==> src/rtl/led_pattern_engine_pkg.sv <==
// Shared definitions for the LED pattern engine: mode encoding, direction
// constants and the mode-advance helper.
package led_pattern_engine_pkg;

  typedef enum logic [1:0] {
    MODE_SHIFT  = 2'd0,
    MODE_ROTATE = 2'd1,
    MODE_BOUNCE = 2'd2,
    MODE_COUNT  = 2'd3
  } mode_e;

  localparam logic DIR_UP   = 1'b0;
  localparam logic DIR_DOWN = 1'b1;

  // Modes cycle SHIFT -> ROTATE -> BOUNCE -> COUNT -> SHIFT.
  function automatic mode_e next_mode(input mode_e m);
    logic [1:0] w_m;
    w_m = m;
    return mode_e'(w_m + 2'd1);
  endfunction

endpackage

==> src/rtl/led_pattern_engine_key_conditioner.sv <==
// Conditions one raw active-low push-button into a single-cycle press event.
// Build option LED_PATTERN_DEBOUNCE_EN: when defined, a debounce counter sits
// behind the synchroniser; when undefined, only the synchroniser and the
// edge detect remain (short latency for simulation) and DEB_CNT is unused.
module key_conditioner
  import led_pattern_engine_pkg::*;
#(
  parameter int DEB_CNT = 1000000
) (
  input  logic i_clk,
  input  logic i_rst_n,
  input  logic i_key_n,
  output logic o_press
);

  logic r_sync1;
  logic r_sync2;

  // Two-flop synchroniser; idle level is released (1).
  always_ff @(posedge i_clk or negedge i_rst_n) begin
    if (!i_rst_n) begin
      r_sync1 <= 1'b1;
      r_sync2 <= 1'b1;
    end else begin
      r_sync1 <= i_key_n;
      r_sync2 <= r_sync1;
    end
  end

`ifdef LED_PATTERN_DEBOUNCE_EN
  localparam int CNT_W = $clog2(DEB_CNT);
  localparam logic [CNT_W-1:0] CNT_LOAD = CNT_W'(DEB_CNT - 1);

  logic [CNT_W-1:0] r_cnt;
  logic             r_level;
  logic             w_accept;

  // Level differs from the accepted one and has stayed put for DEB_CNT cycles.
  assign w_accept = (r_sync2 != r_level) && (r_cnt == '0);

  // Down-counter reloads whenever the synchronised level matches the accepted
  // level, so any bounce back restarts the stability window.
  always_ff @(posedge i_clk or negedge i_rst_n) begin
    if (!i_rst_n) begin
      r_level <= 1'b1;
      r_cnt   <= CNT_LOAD;
    end else if (r_sync2 == r_level) begin
      r_cnt <= CNT_LOAD;
    end else if (w_accept) begin
      r_level <= r_sync2;
      r_cnt   <= CNT_LOAD;
    end else begin
      r_cnt <= r_cnt - 1'b1;
    end
  end

  assign o_press = w_accept & ~r_sync2;
`else
  logic r_level;
  logic w_unused_deb;

  assign w_unused_deb = (DEB_CNT >= 2);

  // Previous synchronised level for the falling-edge (press) detect.
  always_ff @(posedge i_clk or negedge i_rst_n) begin
    if (!i_rst_n) begin
      r_level <= 1'b1;
    end else begin
      r_level <= r_sync2;
    end
  end

  assign o_press = r_level & ~r_sync2;
`endif

endmodule

==> src/rtl/led_pattern_engine.sv <==
// LED pattern engine: free-running prescaler, step/blink tick detection,
// three conditioned buttons and the four-mode pattern datapath.
// Build option LED_PATTERN_DEBOUNCE_EN enables full key debounce.
//
// mode   | meaning
// SHIFT  | shift toward dir, source bit holds; blink tick inverts source bit
// ROTATE | circular rotate by one toward dir
// BOUNCE | single lit bit walks and reverses at the ends (owns dir)
// COUNT  | binary up/down counter modulo 2^LED_W
module led_pattern_engine
  import led_pattern_engine_pkg::*;
#(
  parameter int LED_W     = 8,
  parameter int PRESC_W   = 28,
  parameter int STEP_BIT  = 23,
  parameter int BLINK_BIT = 25,
  parameter int DEB_CNT   = 1000000
) (
  input  logic             CLOCK_50,
  input  logic             RESET_N,
  input  logic [2:0]       KEY,
  input  logic [1:0]       SPEED,
  output logic [LED_W-1:0] LEDG,
  output logic [1:0]       MODE,
  output logic             PAUSED
);

  logic [PRESC_W-1:0] r_presc;
  logic               r_step_tap_d;
  logic               r_blink_tap_d;
  logic               w_step_tap;
  logic               w_blink_tap;
  logic               w_step_tick;
  logic               w_blink_tick;
  logic [2:0]         w_press;

  mode_e              r_mode;
  mode_e              w_mode_nxt;
  logic [LED_W-1:0]   r_led;
  logic [LED_W-1:0]   w_led_nxt;
  logic               r_paused;
  logic               w_paused_nxt;
  logic               r_dir;
  logic               w_dir_nxt;

  for (genvar gi = 0; gi < 3; gi++) begin : g_key
    key_conditioner #(.DEB_CNT(DEB_CNT)) u_key (
      .i_clk   (CLOCK_50),
      .i_rst_n (RESET_N),
      .i_key_n (KEY[gi]),
      .o_press (w_press[gi])
    );
  end

  // Step tap moves one bit lower per SPEED increment, doubling the rate.
  always_comb begin
    w_step_tap = r_presc[STEP_BIT];
    case (SPEED)
      2'd0:    w_step_tap = r_presc[STEP_BIT];
      2'd1:    w_step_tap = r_presc[STEP_BIT-1];
      2'd2:    w_step_tap = r_presc[STEP_BIT-2];
      default: w_step_tap = r_presc[STEP_BIT-3];
    endcase
  end

  assign w_blink_tap  = r_presc[BLINK_BIT];
  assign w_step_tick  = w_step_tap & ~r_step_tap_d;
  assign w_blink_tick = w_blink_tap & ~r_blink_tap_d;

  // Free-running prescaler and previous tap values for rising-edge detect.
  always_ff @(posedge CLOCK_50 or negedge RESET_N) begin
    if (!RESET_N) begin
      r_presc       <= '0;
      r_step_tap_d  <= 1'b0;
      r_blink_tap_d <= 1'b0;
    end else begin
      r_presc       <= r_presc + 1'b1;
      r_step_tap_d  <= w_step_tap;
      r_blink_tap_d <= w_blink_tap;
    end
  end

  // Next pattern/mode/pause/direction. All reads use current register values,
  // so coincident events see the pre-update pause, direction and LED bits.
  always_comb begin
    w_mode_nxt   = r_mode;
    w_led_nxt    = r_led;
    w_paused_nxt = r_paused ^ w_press[1];
    w_dir_nxt    = r_dir;

    if (w_press[0]) begin
      w_mode_nxt = next_mode(r_mode);
      if (w_mode_nxt == MODE_ROTATE || w_mode_nxt == MODE_BOUNCE) begin
        w_led_nxt = LED_W'(1);
      end else begin
        w_led_nxt = '0;
      end
      if (w_mode_nxt == MODE_BOUNCE) begin
        w_dir_nxt = DIR_UP;
      end else if (w_press[2]) begin
        w_dir_nxt = ~r_dir;
      end
    end else begin
      if (w_press[2] && r_mode != MODE_BOUNCE) begin
        w_dir_nxt = ~r_dir;
      end
      if (w_step_tick && !r_paused) begin
        unique case (r_mode)
          MODE_SHIFT: begin
            if (r_dir == DIR_UP) w_led_nxt = {r_led[LED_W-2:0], r_led[0]};
            else                 w_led_nxt = {r_led[LED_W-1], r_led[LED_W-1:1]};
          end
          MODE_ROTATE: begin
            if (r_dir == DIR_UP) w_led_nxt = {r_led[LED_W-2:0], r_led[LED_W-1]};
            else                 w_led_nxt = {r_led[0], r_led[LED_W-1:1]};
          end
          MODE_BOUNCE: begin
            if (r_dir == DIR_UP) begin
              if (r_led[LED_W-1]) begin
                w_led_nxt = r_led >> 1;
                w_dir_nxt = DIR_DOWN;
              end else begin
                w_led_nxt = r_led << 1;
              end
            end else begin
              if (r_led[0]) begin
                w_led_nxt = r_led << 1;
                w_dir_nxt = DIR_UP;
              end else begin
                w_led_nxt = r_led >> 1;
              end
            end
          end
          MODE_COUNT: begin
            if (r_dir == DIR_UP) w_led_nxt = r_led + 1'b1;
            else                 w_led_nxt = r_led - 1'b1;
          end
        endcase
      end
      // The shifted value kept the source bit; inverting it here combines
      // step and blink from the same old register values.
      if (w_blink_tick && r_mode == MODE_SHIFT) begin
        if (r_dir == DIR_UP) w_led_nxt[0]       = ~r_led[0];
        else                 w_led_nxt[LED_W-1] = ~r_led[LED_W-1];
      end
    end
  end

  // Pattern state registers.
  always_ff @(posedge CLOCK_50 or negedge RESET_N) begin
    if (!RESET_N) begin
      r_mode   <= MODE_SHIFT;
      r_led    <= '0;
      r_paused <= 1'b0;
      r_dir    <= DIR_UP;
    end else begin
      r_mode   <= w_mode_nxt;
      r_led    <= w_led_nxt;
      r_paused <= w_paused_nxt;
      r_dir    <= w_dir_nxt;
    end
  end

  assign LEDG   = r_led;
  assign MODE   = r_mode;
  assign PAUSED = r_paused;

endmodule
==> config.mk <==
export PLATFORM = sky130hd
export DESIGN_NAME = led_pattern_engine
export DESIGN_NICKNAME = d
export VERILOG_FILES = /design/src/rtl/led_pattern_engine_pkg.sv /design/src/rtl/led_pattern_engine_key_conditioner.sv /design/src/rtl/led_pattern_engine.sv
export SDC_FILE = /design/constraint.sdc
export NUM_CORES = 1
export LEC_CHECK = 0
export BUFFER_PORTS_ARGS = -buffer_cell sky130_fd_sc_hd__buf_4
export CAP_MARGIN = 20
export CORE_UTILIZATION = 55
export CTS_CLUSTER_DIAMETER = 150
export DETAILED_ROUTE_END_ITERATION = 6
export PLACE_DENSITY = 0.74
export SYNTH_ARGS = -nofsm -noshare
export SYNTH_HDL_FRONTEND = slang
export SYNTH_HIERARCHICAL = 1
export SYNTH_SLANG_ARGS = --single-unit
==> constraint.sdc <==
create_clock -name CLOCK_50 -period 4.83 [get_ports CLOCK_50]
set_input_delay 0.483 -clock CLOCK_50 [delete_from_list [all_inputs] [get_ports CLOCK_50]]
set_output_delay 0.483 -clock CLOCK_50 [all_outputs]
set_load 0.1 [all_outputs]
# [After elaboration in Yosys (flattened, before gate mapping)]
# Index checks and enable logic that the tools add are counted.
[word_totals] inputBits=7 register_bits=51 output_inout_bits=11
[classes] addsub=4 muxes=24 n_reduce_logical=8 n_bitwise=14 n_eq_ne=9
[ops] operator="$mux 8" count=8
[ops] operator="$pmux 8 s4" count=1
[ops] operator="$add 28x1->28 const B" count=1
[ops] operator="$mux 1" count=14
[ops] operator="$add 8x1->8 const B" count=1
[ops] operator="$eq 2x2->1 const B" count=4
[ops] operator="$not 1->1" count=8
[ops] operator="$sub 8x1->8 const B" count=1
[ops] operator="$eq 2x1->1 const B" count=3
[ops] operator="$and 1x1->1" count=5
[ops] operator="$logic_not 2->1" count=2
[ops] operator="$logic_and 1x1->1" count=3
[ops] operator="$ne 3x2->1 const B" count=1
[ops] operator="$pmux 1 s3" count=1
[ops] operator="$add 2x1->2 const B" count=1
[ops] operator="$ne 2x2->1 const B" count=1
[ops] operator="$reduce_bool 2->1" count=1
[ops] operator="$logic_not 1->1" count=1
[ops] operator="$logic_or 1x1->1" count=1
[ops] operator="$xor 1x1->1" count=1

# [Depth between registers and ports, before layout]
# Gate-level depths: netlist (run 1).
[depth] ltp_word=9 depth_mapped=8 ltp_nobuf=7

# [Modules after synthesis]
# Netlist (run 1), hierarchy kept.
[modules_own_cells] module="led_pattern_engine" area_per_inst_um2=2577.5 seq_area_each_um2=1001.0 n_inst=1 cells_each=265
[modules_own_cells] module="key_conditioner" area_per_inst_um2=92.6 seq_area_each_um2=78.8 n_inst=3 cells_each=4

# [Worst setup path after synthesis (run 1)]
# OpenSTA, ideal clock, no wires.
[synth_timing] path_type="reg2reg" from="register r_mode[0], in the netlist MODE[0]" to="register r_led[7], in the netlist LEDG[7]" setup_slack_ps=2176 period_less_slack_ps=2654 arrival_time_ps=2530 setup_ps=124 stages_incl_launch_ff=8 path_buffers=1 path_cell_list="dfrtp_1 > inv_1 > ha_1 > clkbuf_1 > a21oi_1 > o22ai_1 > or4_1 > o31a_1"
[synth_via] elab_chain_len=6 word_cells_on_any_way=10 cone_classes="3 x eq/ne; 5 x mux; 2 x reduce/logical"
[synth_rtl] element="start, declared" line="led_pattern_engine.sv:37" text="mode_e r_mode;"
[synth_rtl] element="start signal, assigned" line="led_pattern_engine.sv:157" text="r_mode <= w_mode_nxt;"
[synth_rtl] element="$eq 2x2->1, or another cell as far along" line="led_pattern_engine.sv:108" text="unique case (r_mode)"
[synth_rtl] element="$pmux 8 s4" line="led_pattern_engine.sv:108"
[synth_rtl] element="$mux 8" line="led_pattern_engine.sv:107" text="if (w_step_tick && !r_paused) begin"
[synth_rtl] element="$mux 1" line="led_pattern_engine.sv:143" text="if (r_dir == DIR_UP) w_led_nxt[0] = ~r_led[0];"
[synth_rtl] element="$mux 1 *" line="led_pattern_engine.sv:142" text="if (w_blink_tick && r_mode == MODE_SHIFT) begin"
[synth_rtl] element="$mux 8 *" line="led_pattern_engine.sv:91" text="if (w_press[0]) begin"
[synth_rtl] element="via w_led_nxt[7]" line="led_pattern_engine.sv:40" text="logic [LED_W-1:0] w_led_nxt;"
[synth_rtl] element="end signal, assigned" line="led_pattern_engine.sv:158" text="r_led <= w_led_nxt;"
[synth_rtl] element="end, declared" line="led_pattern_engine.sv:39" text="logic [LED_W-1:0] r_led;"
# Mark *: on every way through the listed nets, which the timed path passes. The rest lies on a longest branch. The select of a mux whose other input is x is not followed.
# A chain may end at the register's enable or synchronous reset.

# [Final worst setup path (run 1)]
[layout_timing] from="register r_dir" to="register r_led[5], in the netlist LEDG[5]"
[layout_via] elab_chain_len=4 word_cells_on_any_way=7 cone_classes="7 x mux"
[layout_rtl] element="start, declared" line="led_pattern_engine.sv:43" text="logic r_dir;"
[layout_rtl] element="start signal, assigned" line="led_pattern_engine.sv:160" text="r_dir <= w_dir_nxt;"
[layout_rtl] element="$mux 8 (on tied branches)"
[layout_rtl] element="$pmux 8 s4 *" line="led_pattern_engine.sv:108"
[layout_rtl] element="$mux 8 *" line="led_pattern_engine.sv:107"
[layout_rtl] element="$mux 8 *" line="led_pattern_engine.sv:91"
# Mark *: on every way between the ends. The rest lies on a longest branch, timed or not. The select of a mux whose other input is x is not followed.

==> results.json, run 1 <==
{
  "path_clk_slew_ns": 0.09,
  "fp-row-count": 25,
  "die-height_microns": 74.1,
  "multi_input_area_sq_mm": 0.00151,
  "routed_via_density": 5.64,
  "area_growth_syn_to_layout_pct": 10.2,
  "cts_tree": "yes",
  "final_net_count": 314,
  "syn_inst": 277,
  "crit_fanout": 31,
  "htree_levels": 2,
  "yosysSeqAreaShare": 0.433,
  "holdWs_ns": 0.174,
  "drive_gt1_frac": 0.177,
  "synth-async-reset-ratio": 1.00,
  "routed-via-count": 2036,
  "slowest_stage": "a2111oi_0",
  "io_pins": 18,
  "drc": 0,
  "finalCritPeriodShare": 0.457,
  "initial_utilization": 0.589,
  "finalCriticalPeriod_ns": 2.21,
  "synth_largest_area_cell": "dfrtp_1",
  "gr-total-overflow": 0,
  "fill_cells": 385,
  "tns_ns": 0,
  "final_core_util": 0.649,
  "root_buffer": "clkbuf_8",
  "p_per_area_mw_per_mm2": 415,
  "seqCellArea_sq_mm": 0.00124,
  "synthTopCellsByArea": "dfrtp_1 (35%), dfstp_2 (8.3%), xnor2_1 (6.1%)",
  "syn_area_sq_mm": 0.00286,
  "worstPathRequired_ns": 5.04,
  "grt_use_total": 0.219,
  "port_buffers": 17,
  "hp-class": "input port to asynchronous set/reset pin",
  "gp_congestion": 0.899,
  "synth_seq_cells": 49,
  "synth_edf_count": 0,
  "yosys.area.top_type_share": 0.351,
  "fin_skew_ns": 0.0113,
  "cts_max_path_buffers": 2,
  "cts_setup_buffers": 0,
  "setup_viol": 0,
  "numCtsBuffers": 5,
  "cts_resized": 0,
  "ys.flop_type": "dfrtp_1",
  "ant_nets": 0,
  "drtIter0Drc": 171,
  "cp_cell_sequence": "buf_4, ha_1, a211oi_2, o21bai_1, a2111oi_0, a31oi_1, a311oi_1",
  "max_stage_delay_ns": 0.43,
  "path_class": "flop to flop",
  "leakage_nw": 1.38,
  "num_antenna_cells": 0,
  "synthDistinctLibCells": 58,
  "place_hpwl_microns": 3610,
  "fp.dieW_microns": 74.1,
  "fmax_mhz": 453,
  "antenna_found_initial": 0,
  "grt_pass1_wl_microns": 9140,
  "grt_pass1_vias": 2007,
  "core_sq_mm": 0.00485,
  "yosysWarningCount": 6,
  "synth_nets": 298,
  "crit_buf_inv": 1,
  "clk_latency_ns": 0.30,
  "startpoint_type": "flop",
  "path_delay_family": "compound AO/OA/AOI/OAI gates",
  "report.final.slew_viol_count": 0,
  "postCtsHoldBufs": 0,
  "grt_max_degree": 50,
  "syn_area_per_cell_sq_um": 10.3,
  "crit_path_end_kind": "flop",
  "critPathArrivalTime_ns": 2.42,
  "cts_num_sinks": 49,
  "totalWireLength_microns": 5140,
  "rsz0062_at_grt": "false",
  "outcome": "finished, final reports clean",
  "drt-wirelength-per-cell_microns": 14.2,
  "maxCapViolCount": 0,
  "worst_pin_slew_ns": 0.596,
  "ir_drop_mv": 0.237,
  "finalHoldViolations": 0,
  "fp.dieArea_sq_mm": 0.00548,
  "dr.pass1.iters": 4,
  "relSlewSlack": 0.602
}
-- power breakdown --
part,switching (mW),internal [mW]
Sequential,0.0395,0.436
Clock,0.132,0.169
Combinational,0.362,0.167
Total,0.534,0.773
-- cells by family (layout without fill, tap and decap cells) --
family / count (synthesis) / in the layout / share of synthesized area
AO/OA/AOI/OAI: 56 / 56 / 0.135
buffers and inverters: 26 / 43 / 0.0377
flip-flops: 49 / 49 / 0.433
multiplexers: 12 / 12 / 0.0473
adder cells (fa/ha/maj): 14 / 14 / 0.0640
AND/OR/NAND/NOR: 90 / 90 / 0.191
XOR/XNOR: 30 / 30 / 0.0920
-- cells in the mapped netlist (all sizes together) (2+ instances only) --
| cell | instances |
|---|---|
| a21o | 2 |
| nor3b | 3 |
| a2111oi | 3 |
| o21ai | 10 |
| nand4 | 7 |
| o221a | 2 |
| dfrtp | 40 |
| a22oi | 2 |
| a21oi | 12 |
| nor4 | 3 |
| mux2 | 2 |
| xor2 | 10 |
| nand2b | 6 |
| a31oi | 4 |
| nor3 | 8 |
| buf | 3 |
| clkbuf | 6 |
| dfstp | 9 |
| mux2i | 9 |
| o22ai | 4 |
| nand2 | 23 |
| inv | 17 |
| and3 | 3 |
| nand3 | 12 |
| a311oi | 2 |
| ha | 13 |
| nor2b | 3 |
| xnor2 | 20 |
| o31ai | 2 |
| nor2 | 16 |
| a211oi | 4 |
-- flip-flops by register name, summed over array words and instances, names as in the netlist --
signal               count
r_presc                 26
LEDG                     8
g_key.u_key/r_sync2      3
MODE                     2
g_key.u_key/r_level      3
r_dir                    1
r_blink_tap_d            1
PAUSED                   1
r_step_tap_d             1
g_key.u_key/r_sync1      3
-- placed cells by master, fill, tap and decap left out, types with 2 or more instances in the layout --
cell type and instances:
a311oi_1 2, nand3_1 11, nand4_1 5, nor3_1 6
buf_4 18, a21o_1 2, dfstp_2 9, nor3b_1 3
o221a_1 2, xnor2_1 20, nor4_4 2, o22ai_1 4
nor2_1 15, nand2_1 22, a31oi_1 4, ha_1 13
mux2_2 2, clkbuf_8 6, and3_1 3, nor3_2 2
a22oi_1 2, a2111oi_0 2, o21ai_0 9, mux2i_1 9
a21oi_1 12, nand2b_1 6, nor2b_4 3, a211oi_1 3
o31ai_1 2, dfrtp_1 40, xor2_1 10, nand4_2 2
inv_1 17
-- worst register-to-register path: stages (launching register included) --
cell and delay (ns):
dfrtp_1 0.33, buf_4 0.32, ha_1 0.33, a211oi_2 0.26
o21bai_1 0.14, a2111oi_0 0.43, a31oi_1 0.07, a311oi_1 0.26
-- final cells by class --
type,count,area share
clock inverter,1,0.00954
tap,67,0.0266
clock buffer,7,0.0274
timing repair buffer,18,0.0429
inverter,17,0.0203
multi-input combinational,202,0.480
sequential,49,0.393
-- final timing paths --
| path | startpoint | slack, ns | to | depth (start not counted) |
|---|---|---|---|---|
| worst min-delay path | RESET_N | 0.17 | LEDG[1] | 1 |
| max in group asynchronous | RESET_N | 4.24 | r_presc[22] | 1 |
| worst max-delay path | r_dir | 2.62 | LEDG[5] | 7 |
| worst max register to register | r_dir | 2.62 | LEDG[5] | 7 |
| worst min register to register | g_key[1].u_key/r_sync1 | 0.36 | g_key[1].u_key/r_sync2 | 0 |
| min in group CLOCK_50 | KEY[0] | 0.28 | g_key[0].u_key/r_sync1 | 1 |
-- metal layers --
metal / vias up / global-route usage / share of wire
met5: - / 0 / 0
met4: 0 / 0.100 / 0.019
met3: 9 / 0.0366 / 0.040
met2: 45 / 0.354 / 0.48
met1: 965 / 0.291 / 0.46
li1: 1017 / - / -
-- per-stage QoR --
stage          power, mW  area, sq um  cells  setup WS [ns]
6_report            1.31         3150    361           2.62
5_1_grt             1.39         3150    361           2.43
4_1_cts             1.32         3150    361           2.63
3_5_place_dp        1.01         3030    353           2.64
3_3_place_gp        1.01         3030    353           2.70
2_1_floorplan      0.905         2860    277           2.18
Note: power is estimated with default switching activity, not from simulation.
==> inputs of run 2 (changes only) <==
Settings changed: ABC_AREA from default to 1.
Clock period 4.83 ns to 2.3 ns, I/O delays scaled along.
==> run 2 against run 1 <==
Flip-flop and latch count did not move. Die area rose by 1.2%. Sequential share of layout area fell by 0.63 points. Non-clock buffer count rose by 2. Total power rose to 2.6 times the previous value. First-iteration DRC count fell by 19%. Critical path depth rose by 2. Global-route usage rose by 0.17 points. Clock skew rose by 0.0043 ns. Critical endpoint is now LEDG[3]. Largest cell class unchanged.
==> results.json, run 2 <==
{
  "drc": 0,
  "dr.pass1.iters": 4,
  "synth_top_family_by_area": "simple AND/OR/NAND/NOR gates",
  "finalCriticalPeriod_ns": 2.07,
  "root_buffer": "clkbuf_8",
  "die-height_microns": 74.5,
  "maxCapViolCount": 0,
  "core_sq_mm": 0.00507,
  "cts_max_path_buffers": 2,
  "path_clk_slew_ns": 0.10,
  "p_per_area_mw_per_mm2": 1050,
  "io_pins": 18,
  "crit_fanout": 16,
  "grt_use_total": 0.221,
  "min_from": "KEY[0]",
  "syn_inst": 339,
  "report.final.slew_viol_count": 0,
  "fp-row-count": 26,
  "fp.dieW_microns": 74.5,
  "worstHoldEndpoint": "g_key[0].u_key/r_sync1",
  "crit_top_cell": "nand2_1",
  "place_hpwl_microns": 4070,
  "placed_cells": 424,
  "reg2regPathDepth": 9,
  "cp_cell_sequence": "ha_1, nand2_1, nand3_1, xor2_1, nor2_1, o21ai_1, nand2_1, nand2_1, o21ai_0",
  "final_cell_mix": "nand2_1 (73), inv_1 (44), dfrtp_1 (40), o21ai_0 (20), buf_4 (19)",
  "totalWireLength_microns": 5450,
  "grt_pass1_wl_microns": 9400,
  "mostFrequentLayoutCell": "nand2_1",
  "reg2reg_to": "LEDG[3]",
  "ir_drop_mv": 0.506,
  "critPathArrivalTime_ns": 2.24,
  "hp-class": "input port to flop",
  "num_antenna_cells": 0,
  "drive_gt1_frac": 0.179,
  "synth_mux_area_frac": 0,
  "finalCritPeriodShare": 0.899,
  "path_class": "flop to flop",
  "fill_cells": 437,
  "htree_levels": 2,
  "fmax_mhz": 484,
  "synth_largest_area_cell": "dfrtp_1",
  "gp_congestion": 0.940,
  "worstHoldPathCells": 1,
  "yosysWarningCount": 6,
  "fin_skew_ns": 0.0157,
  "clk_latency_ns": 0.30,
  "postPlaceCellArea_sq_mm": 0.00310,
  "worst_pin_slew_ns": 0.590,
  "yosys.area_share.adder": 0.0632,
  "seqCellArea_sq_mm": 0.00124,
  "synth_xor_area_frac": 0.0849,
  "synth_common_cells": "nand2_1 (73), inv_1 (44), dfrtp_1 (40)",
  "drtIter0Drc": 138,
  "synthDistinctLibCells": 33,
  "cts_resized": 0,
  "fp.dieArea_sq_mm": 0.00555,
  "synth_seq_cells": 49,
  "cts_tree": "yes",
  "cts_setup_buffers": 0,
  "final_area_sq_mm": 0.00320,
  "setup_viol": 0,
  "yosys.area_share.simple": 0.260,
  "synth_edf_count": 0,
  "relSlewSlack": 0.607,
  "cts_num_sinks": 49,
  "routed_via_density": 5.22,
  "syn_area_per_cell_sq_um": 8.52,
  "synth_nets": 360,
  "r2r_setup_slack_ns": 0.23,
  "synth-async-reset-ratio": 1.00,
  "area_growth_syn_to_layout_pct": 10.7,
  "largest_register": "r_presc",
  "rsz0062_at_grt": "false",
  "finalHoldViolations": 0,
  "synth_compound_gate_area_share": 0.0970,
  "largest_reg_flops": 26,
  "gr-total-overflow": 0,
  "postCtsHoldBufs": 1,
  "total_power_mw": 3.37,
  "slowest_stage": "dfrtp_1",
  "grt_pass1_vias": 2138,
  "fin_cells": 433,
  "reg2reg_from": "r_dir",
  "ys.flop_type": "dfrtp_1",
  "holdWs_ns": 0.0271,
  "routed-via-count": 2262,
  "drt-wirelength-per-cell_microns": 12.6,
  "crit_path_end_kind": "flop",
  "startpoint_type": "flop",
  "grt_max_degree": 50,
  "max_stage_delay_ns": 0.73,
  "ant_nets": 0,
  "multi_input_area_sq_mm": 0.00146,
  "tns_ns": 0,
  "antenna_found_initial": 0,
  "worstPathRequired_ns": 2.47,
  "syn_area_sq_mm": 0.00289,
  "initial_utilization": 0.569,
  "yosysMostFrequentCell": "nand2_1",
  "yosysSeqAreaShare": 0.428,
  "outcome": "finished, final reports clean",
  "port_buffers": 17,
  "leakage_nw": 1.58,
  "synthTopCellsByArea": "dfrtp_1 (35%), nand2_1 (9.5%), dfstp_2 (8.2%)",
  "yosys.area.top_type_share": 0.346,
  "numCtsBuffers": 5,
  "final_net_count": 383
}
## run 2: changes by cell type after synthesis, sizes merged, moves of 5 or more
cell    before  now
xor2        10   18
clkbuf       6    1
nand3       12   21
mux2i        9    0
nand2b       6    0
inv         17   46
o21ai       10   22
o211ai       0    5
nor2        16   31
nand2       23   79
xnor2       20   10
## run 2: logic make-up (layout without fill, tap and decap cells)
family,count (synthesis),after routing
and+or+nand+nor,148,148
AOI/OAI and AO/OA,50,50
buffers and inverters,50,74
DFF,49,49
xor gates and xnor gates,28,28
adders and majority gates,14,14
## run 2: worst max-delay path by stage
stage / to / start / cells past startpoint / slack [ns]
6_report: LEDG[3] / r_dir / 9 / 0.23
5_1_grt: LEDG[4] / r_dir / 10 / 0.03
4_1_cts: LEDG[7] / r_dir / 12 / 0.27
3_5_place_dp: LEDG[7] / r_dir / 12 / 0.29
3_3_place_gp: LEDG[4] / r_dir / 10 / 0.38
2_1_floorplan: LEDG[7] / MODE[0] / 11 / 0.03
## run 2: area by class of cell
type,instances,area share
inverters,46,0.0540
flip-flops and latches,49,0.387
well taps,70,0.0274
clock buffers,6,0.0227
multi-input cells,240,0.457
repair buffers,20,0.0477
clock inverters,2,0.00469
## run 2: worst max-delay path, delay by kind of cell, from the launching register on
family                     cells  cell delay [ns]
adders and majority gates      1             0.42
AOI/OAI and AO/OA              2             0.21
and+or+nand+nor                5             0.42
DFF                            1             0.73
xor gates and xnor gates       1             0.17
## run 2: per-stage QoR
step,setup slack (ns),utilization
CTS,0.265,0.630
floorplan,0.0319,-
global placement,0.382,0.611
global route,0.0339,0.630
finish,0.233,0.630
detailed placement,0.291,0.611
## run 2: power breakdown
group	switching [mW]	leakage [nW]	internal, mW	total [mW]
combinational	1.26	0.918	0.511	1.77
clock	0.282	0.0374	0.215	0.497
sequential	0.156	0.627	0.950	1.11
## run 2: routing by layer
layer | vias to the layer above | track usage | wire, microns
met1 | 1053 | 0.289 | 2510
met5 | - | 0 | 0
met4 | 0 | 0.0734 | 69
li1 | 1143 | - | -
met3 | 6 | 0.0434 | 253
met2 | 60 | 0.369 | 2620
==> inputs of run 3 (changes only) <==
Settings changed: PLACE_DENSITY 0.74 to 0.81.
==> run 3 against run 2 <==
Via count decreased by 0.66%. Total power up 0.23%. Critical path depth up 2. Hold slack better by 0.0099 ns. Worst setup slack gained 0.068 ns. Non-clock buffer count unchanged. Routed wire length fell by 3.6%. Clock-buffer cell count rose by 2. Clock skew shrank 0.0028 ns. Critical path type unchanged. Largest cell class unchanged. Highest routed layer unchanged.
==> results.json, run 3 (synthesis gave the netlist of run 2 again) <==
{
  "outcome": "finished, final reports clean",
  "worst_pin_slew_ns": 0.600,
  "finalCriticalPeriod_ns": 2.00,
  "fill_cells": 430,
  "drtIter0Drc": 169,
  "largest_register": "r_presc",
  "drive_gt1_frac": 0.176,
  "grt_use_total": 0.208,
  "critPathArrivalTime_ns": 2.25,
  "cp_cell_sequence": "ha_1, nand2_1, inv_1, nand4_1, nand4_1, nand2_1, o21ai_0, nand2_1, nand2_1, nand2_1, nand2_1",
  "setup_viol": 0,
  "crit_fanout": 16,
  "clk_latency_ns": 0.30,
  "path_clk_slew_ns": 0.09,
  "final_net_count": 383,
  "max_stage_delay_ns": 0.61,
  "postPlaceCellArea_sq_mm": 0.00310,
  "postCtsHoldBufs": 1,
  "relSlewSlack": 0.600,
  "antenna_found_initial": 0,
  "grt_pass1_wl_microns": 8830,
  "final_core_util": 0.631,
  "io_pins": 18,
  "largest_reg_flops": 26,
  "cts_setup_buffers": 0,
  "htree_levels": 2,
  "root_buffer": "clkbuf_8",
  "grt_max_degree": 50,
  "fp-row-count": 26,
  "drt-wirelength-per-cell_microns": 12.1,
  "ir_drop_mv": 0.642,
  "area_growth_syn_to_layout_pct": 10.8,
  "dr.pass1.iters": 4,
  "crit_top_cell": "nand2_1",
  "finalCritPeriodShare": 0.869,
  "leakage_nw": 1.59,
  "tns_ns": 0,
  "report.final.slew_viol_count": 0,
  "cts_num_sinks": 49,
  "numCtsBuffers": 5,
  "ant_nets": 0,
  "place_hpwl_microns": 3850,
  "fin_cells": 433,
  "fin_skew_ns": 0.0129,
  "port_buffers": 17,
  "p_per_area_mw_per_mm2": 1060,
  "seqCellArea_sq_mm": 0.00124,
  "fmax_mhz": 500,
  "finalHoldViolations": 0,
  "gp_congestion": 0.952,
  "fp.dieArea_sq_mm": 0.00555,
  "worstPathRequired_ns": 2.55,
  "maxCapViolCount": 0,
  "rsz0062_at_grt": "false",
  "worst_slack_ns": 0.301,
  "placed_cells": 424,
  "mostFrequentLayoutCell": "nand2_1",
  "totalWireLength_microns": 5250,
  "grt_pass1_vias": 2133,
  "total_power_mw": 3.38,
  "cts_resized": 0,
  "routed-via-count": 2247,
  "startpoint_type": "flop",
  "num_antenna_cells": 0,
  "holdWs_ns": 0.0369,
  "gr-total-overflow": 0,
  "cts_max_path_buffers": 2,
  "final_area_sq_mm": 0.00320,
  "initial_utilization": 0.569,
  "preCtsSetupSlack_ns": 0.342,
  "routed_via_density": 5.19,
  "slowest_stage": "dfrtp_1",
  "core_sq_mm": 0.00507,
  "cts_tree": "yes",
  "final_cell_mix": "nand2_1 (73), inv_1 (44), dfrtp_1 (40), o21ai_0 (20), buf_4 (19)",
  "fp.dieW_microns": 74.5,
  "hp-class": "input port to flop",
  "path_class": "flop to flop",
  "crit_path_end_kind": "flop",
  "multi_input_area_sq_mm": 0.00146,
  "die-height_microns": 74.5,
  "drc": 0
}
==> run 3: final cells by class <==
| class | count | area share |
|---|---|---|
| inverters | 46 | 0.0539 |
| well taps | 70 | 0.0274 |
| clock buffers | 8 | 0.0281 |
| flip-flops and latches | 49 | 0.387 |
| multi-input cells | 240 | 0.456 |
| repair buffers | 20 | 0.0477 |
==> run 3: worst paths after layout <==
path	start	end	slack (ns)	cells past startpoint
max in group asynchronous	RESET_N	r_presc[15]	1.39	2
hold / removal	KEY[0]	g_key[0].u_key/r_sync1	0.04	1
setup / recovery	r_dir	LEDG[5]	0.30	11
min in group asynchronous	RESET_N	r_step_tap_d	0.49	2
setup reg to reg	r_dir	LEDG[5]	0.30	11
hold reg to reg	g_key[1].u_key/r_sync1	g_key[1].u_key/r_sync2	0.35	0
==> run 3: worst max-delay path: cells and delay by family, from the launching register on <==
family | cells | cell delay (ns)
adder cells (fa/ha/maj) | 1 | 0.46
buffers and inverters | 1 | 0.07
flip-flops | 1 | 0.61
AO/OA/AOI/OAI | 1 | 0.19
AND/OR/NAND/NOR | 8 | 0.61
==> run 3: layer usage <==
metal | GRT usage | share of wire | vias up
li1 | - | - | 1141
met4 | 0.0943 | 0.018 | 0
met2 | 0.335 | 0.46 | 54
met5 | 0 | 0 | -
met1 | 0.267 | 0.48 | 1041
met3 | 0.0474 | 0.046 | 11
==> run 3: where the power goes <==
part / switching, mW / total, mW / internal [mW]
Clock: 0.267 / 0.513 / 0.246
Sequential: 0.157 / 1.11 / 0.950
Combinational: 1.25 / 1.76 / 0.510
